===== src/rtl/data_memory_arbiter.sv =====
// Shares the single-port data memory between the core MEM stage and a host/loader port.
// The core has priority; host bursts are bounded and a blocked host gets a forced slot.
module data_memory_arbiter #(
  parameter int ADDR_W    = 13,
  parameter int DATA_W    = 16,
  parameter int MAX_BURST = 16,
  parameter int WAIT_MAX  = 4
) (
  input  logic              clk,
  input  logic              reset,
  input  logic              core_req,
  input  logic              core_we,
  input  logic [ADDR_W-1:0] core_addr,
  input  logic [DATA_W-1:0] core_wdata,
  output logic [DATA_W-1:0] core_rdata,
  output logic              core_stall,
  input  logic              host_req,
  input  logic              host_we,
  input  logic [ADDR_W-1:0] host_addr,
  input  logic [DATA_W-1:0] host_wdata,
  output logic [DATA_W-1:0] host_rdata,
  output logic              host_ack,
  output logic              mem_we,
  output logic [ADDR_W-1:0] mem_addr,
  output logic [DATA_W-1:0] mem_wdata,
  input  logic [DATA_W-1:0] mem_rdata
);

  localparam int BURST_W = $clog2(MAX_BURST + 1);
  localparam int WAIT_W  = $clog2(WAIT_MAX + 1);
  localparam logic [BURST_W-1:0] BURST_LIMIT = BURST_W'(MAX_BURST);
  localparam logic [WAIT_W-1:0]  WAIT_LIMIT  = WAIT_W'(WAIT_MAX);

  typedef enum logic [1:0] {
    IDLE = 2'd0,
    CORE = 2'd1,
    HOST = 2'd2
  } ownerState_t;

  ownerState_t        state;
  ownerState_t        nextState;
  logic [BURST_W-1:0] burstCnt;
  logic [BURST_W-1:0] nextBurst;
  logic [WAIT_W-1:0]  waitCnt;
  logic [WAIT_W-1:0]  nextWait;
  logic               grantCore;
  logic               grantHost;

  // Grant is decided within the cycle from registered state and the live requests.
  always_comb begin
    grantCore = 1'b0;
    grantHost = 1'b0;
    nextState = state;
    nextBurst = burstCnt;
    nextWait  = waitCnt;
    if (reset) begin
      case (state)
        IDLE: begin
          if (core_req) begin
            grantCore = 1'b1;
            nextState = CORE;
            nextWait  = WAIT_W'(host_req);
          end else if (host_req) begin
            grantHost = 1'b1;
            nextState = HOST;
            nextBurst = BURST_W'(1);
          end
        end
        CORE: begin
          if (host_req && (!core_req || waitCnt == WAIT_LIMIT)) begin
            grantHost = 1'b1;
            nextState = HOST;
            nextBurst = BURST_W'(1);
            nextWait  = '0;
          end else if (core_req) begin
            grantCore = 1'b1;
            if (!host_req)
              nextWait = '0;
            else if (waitCnt != WAIT_LIMIT)
              nextWait = waitCnt + WAIT_W'(1);
          end else begin
            nextState = IDLE;
            nextWait  = '0;
          end
        end
        HOST: begin
          // Saturating the burst count keeps a lone host from ever being throttled.
          if (host_req && !(core_req && burstCnt == BURST_LIMIT)) begin
            grantHost = 1'b1;
            if (burstCnt != BURST_LIMIT)
              nextBurst = burstCnt + BURST_W'(1);
          end else if (core_req) begin
            grantCore = 1'b1;
            nextState = CORE;
            nextBurst = '0;
            nextWait  = WAIT_W'(host_req);
          end else begin
            nextState = IDLE;
            nextBurst = '0;
          end
        end
        default: begin
          nextState = IDLE;
          nextBurst = '0;
          nextWait  = '0;
        end
      endcase
    end
  end

  always_ff @(posedge clk) begin
    if (!reset) begin
      state    <= IDLE;
      burstCnt <= '0;
      waitCnt  <= '0;
    end else begin
      state    <= nextState;
      burstCnt <= nextBurst;
      waitCnt  <= nextWait;
    end
  end

  assign mem_addr   = grantHost ? host_addr  : core_addr;
  assign mem_wdata  = grantHost ? host_wdata : core_wdata;
  assign mem_we     = (grantHost & host_we) | (grantCore & core_we);
  assign host_ack   = grantHost;
  assign core_stall = reset & core_req & ~grantCore;
  assign core_rdata = mem_rdata;
  assign host_rdata = mem_rdata;

endmodule


===== config.mk =====
export PLATFORM = sky130hd
export DESIGN_NAME = data_memory_arbiter
export DESIGN_NICKNAME = d
export VERILOG_FILES = /design/src/rtl/data_memory_arbiter.sv
export SDC_FILE = /design/constraint.sdc
export NUM_CORES = 1
export LEC_CHECK = 0
export ABC_AREA = 1
export CAP_MARGIN = 5
export CORE_MARGIN = 5
export CORE_UTILIZATION = 30
export CTS_CLUSTER_SIZE = 25
export DETAILED_ROUTE_END_ITERATION = 16
export PLACE_DENSITY_LB_ADDON = 0.25
export SKIP_LAST_GASP = 1
export SLEW_MARGIN = 20
export SYNTH_ARGS = -nofsm -noshare
export SYNTH_HDL_FRONTEND = slang
export SYNTH_SLANG_ARGS = --single-unit

===== constraint.sdc =====
create_clock -name clk -period 2.2 [get_ports clk]
set_input_delay 0.66 -clock clk [delete_from_list [all_inputs] [get_ports clk]]
set_output_delay 0.66 -clock clk [all_outputs]
set_load 0.03 [all_outputs]

==> flow_summary.json, run 1 <==
{
  "yosys.cell_types.count": 22,
  "hold_viol": 0,
  "finalClockSkew_ps": 2.44,
  "synthFlopType": "dfxtp_1",
  "overflow": 0,
  "r2r_slack_ps": 530,
  "avgSynthCellArea_sq_um": 5.75,
  "worstSetupStartpointType": "flip-flop",
  "drtPass1Iterations": 4,
  "cp_max_fo": 7,
  "diodes": 0,
  "max-slew-margin-rel_pct": 86.2,
  "synth_top_cell_area_share_pct": 22.4,
  "synthTopCellsByArea": "nand2_1 22%, buf_4 18%, nand3_1 16%, dfxtp_1 14%, inv_1 4.3%",
  "htreeDepth": 1,
  "grt_use_met3_pct": 4.59,
  "drv_cap": 0,
  "cp_slowest_cell": "dfxtp_2",
  "nets": 429,
  "fp.dieH_um": 78.5,
  "multi_input_area_sq_um": 1040,
  "busiest_layer": "met2",
  "arrival_ps": 1760,
  "synthCells": 245,
  "met2_usage_pct": 26.7,
  "vias": 1895,
  "num_io_pins": 144,
  "cellPowerDensity_nw_per_um2": 399,
  "grt_pass1_wl_mm": 7.76,
  "drc": 0,
  "tightest_slew_ps": 205,
  "path_clk_slew_ps": 50,
  "r2r_start": "waitCnt[0]",
  "timing.rr.end": "burstCnt[0]",
  "yosysTopAreaCell": "nand2_1",
  "postCtsHoldBufs": 0,
  "dp_slack_ps": -563,
  "die-area_sq_um": 6160,
  "ys_seq_elements": 10,
  "postRouteAntennaNets": 0,
  "final_util_pct": 60.9,
  "place_area_sq_um": 2230,
  "use_met1_pct": 18.2,
  "hpwlAfterDp_mm": 3.76,
  "hp-start": "waitCnt[1]",
  "routedWlPerCell_um": 13.8,
  "cp_data_required_time_ps": 1540,
  "clockBufferDepth": 2,
  "synthToLayoutAreaGrowth_pct": 100,
  "final-seq-area_sq_um": 206,
  "hold_class": "flip-flop to flip-flop",
  "slew_viol_final": 0,
  "grt_antenna_before_repair": 0,
  "status": "finished with violations",
  "synth_edf_count": 0,
  "crit_path_max_incr_delay_ps": 320,
  "cts-root-buf": "clkbuf_8",
  "synth_most_common_cell": "nand2_1",
  "num_rows": 25,
  "fin_area_sq_um": 2820,
  "start_util_pct": 30.4,
  "drtIter0Drc": 93,
  "drt_wl_total_mm": 5.49,
  "p_total_mw": 1.12,
  "cts_sinks": 10,
  "grt_max_degree": 21,
  "finalSetupTns_ps": -5250,
  "grt.total_usage_pct": 15.4,
  "holdPathStages": 2,
  "cts_made_buffers": 3,
  "path_cells": "inv_2 > ha_4 > nand2_4 > inv_2 > nand3_4 > nand3_4 > nand3_4 > buf_4 > clkbuf_16 > nand3_1 > nand2_1 > buf_4",
  "failed_checks": "negative setup slack",
  "path_class": "flip-flop to output pin",
  "rsz0062_at_grt": "yes",
  "portBuffers": 95,
  "finalSetupViolCount": 32,
  "place_inst": 374,
  "yosysWarnings": 0,
  "cp_common_cell": "nand3_4",
  "first_global_vias": 1753,
  "vias_per_cell": 4.77,
  "fin_ws_ps": -222,
  "syn_nets": 329,
  "drive_gt1_share_pct": 42.9,
  "insertion_delay_ps": 230,
  "post-route-min-period_ps": 2420,
  "critPathCaptureType": "output pin",
  "ys_seq_area_share_pct": 14.2,
  "ir_drop_uv": 229,
  "min_to": "waitCnt[1]",
  "die_w_um": 78.5,
  "cts_tree": "built",
  "nFillCells": 411,
  "core-area_sq_um": 4630,
  "ff2ff_path_depth": 11,
  "async_flop_share_pct": 0,
  "gp_routability_congestion": 0.823,
  "finalNonFillerCells": 397,
  "synthTopCellsByCount": "84 x nand2_1, 44 x nand3_1, 33 x buf_4, 16 x inv_1, 15 x nor2_1",
  "syn_area_sq_um": 1410,
  "holdWs_ps": 476,
  "leakagePower_nw": 1.35,
  "fmax_mhz": 413,
  "period_share_pct": 110
}
-- layout by cell type, fill, tap and decap left out, drive strengths merged --
cell and n:
a21oi 6, dfxtp 10, clkdlybuf4s50 60, or2 1
inv 18, nand2 85, nand3 47, nand4 7
o21ai 2, buf 74, nor2 18, xor2 2
nor3 1, clkbuf 8, ha 4
-- timing repair --
item | 4_1_cts | 5_1_grt
pin swaps | 4 | 3
hold endpoints to repair | 0 | 0
resized for setup | 55 | 59
setup endpoints to repair | 32 | 36
setup buffers | 9 | 6
cloned | 2 | 4
-- worst max path at each step --
stage,from,endpoint,slack [ps],cells past startpoint
final,burstCnt[1],mem_wdata[4],-220,12
after global routing,burstCnt[1],mem_wdata[0],-300,12
after CTS,burstCnt[1],mem_addr[9],-170,12
after floorplan,reset,mem_addr[12],7,4
after global placement,core_req,mem_addr[2],-550,9
after detailed placement,core_req,mem_addr[4],-560,9
-- where the power goes --
part | internal, mW | total [mW] | switching (mW)
Sequential | 0.194 | 0.203 | 0.00905
Clock | 0.120 | 0.193 | 0.0730
Combinational | 0.367 | 0.728 | 0.361
Total | 0.681 | 1.12 | 0.443
-- sequential cells by signal, summed over array words and instances, names as in the netlist --
| register | count |
|---|---|
| burstCnt | 5 |
| waitCnt | 3 |
| state | 2 |
-- cells by family after synthesis --
| kind of cell | share of synthesized area (%) |
|---|---|
| flip-flops | 14.2 |
| buffers and inverters | 27.3 |
| AO/OA/AOI/OAI | 3.11 |
| AND/OR/NAND/NOR | 50.6 |
| adder cells (fa/ha/maj) | 3.56 |
| XOR/XNOR | 1.24 |
-- critical path: cells and delay by family, from the launching register on --
family	cells	cell delay (ps)
buffers and inverters	5	620
adders and majority gates	1	140
DFF	1	320
and+or+nand+nor	6	450
-- metal layers --
| metal | routed length (um) | part of all wire, % | up-vias |
|---|---|---|---|
| met4 | 65 | 1.2 | 0 |
| met2 | 2850 | 52 | 70 |
| met3 | 403 | 7.3 | 8 |
| met1 | 2170 | 39 | 870 |
| met5 | 0 | 0 | - |
| li1 | - | - | 947 |
-- area by class of cell --
cell class	count	share of cell area [%]
multi-input combinational	173	36.8
inverter	18	2.40
clock buffer	3	1.47
sequential	10	7.33
timing repair buffer	139	49.6
tap	54	2.40
No activity file was read; power rests on OpenSTA's default activity.
==> run 2: changes to the inputs <==
--- a/config.mk
+++ b/config.mk
@@ -11,6 +11,7 @@
 export CORE_UTILIZATION = 30
 export CTS_CLUSTER_SIZE = 25
 export DETAILED_ROUTE_END_ITERATION = 16
+export HOLD_SLACK_MARGIN = 0.15
 export PLACE_DENSITY_LB_ADDON = 0.25
 export SKIP_LAST_GASP = 1
 export SLEW_MARGIN = 20
==> results of run 2 <==
No change in the layout: final DEF, timing and power equal those of run 1.
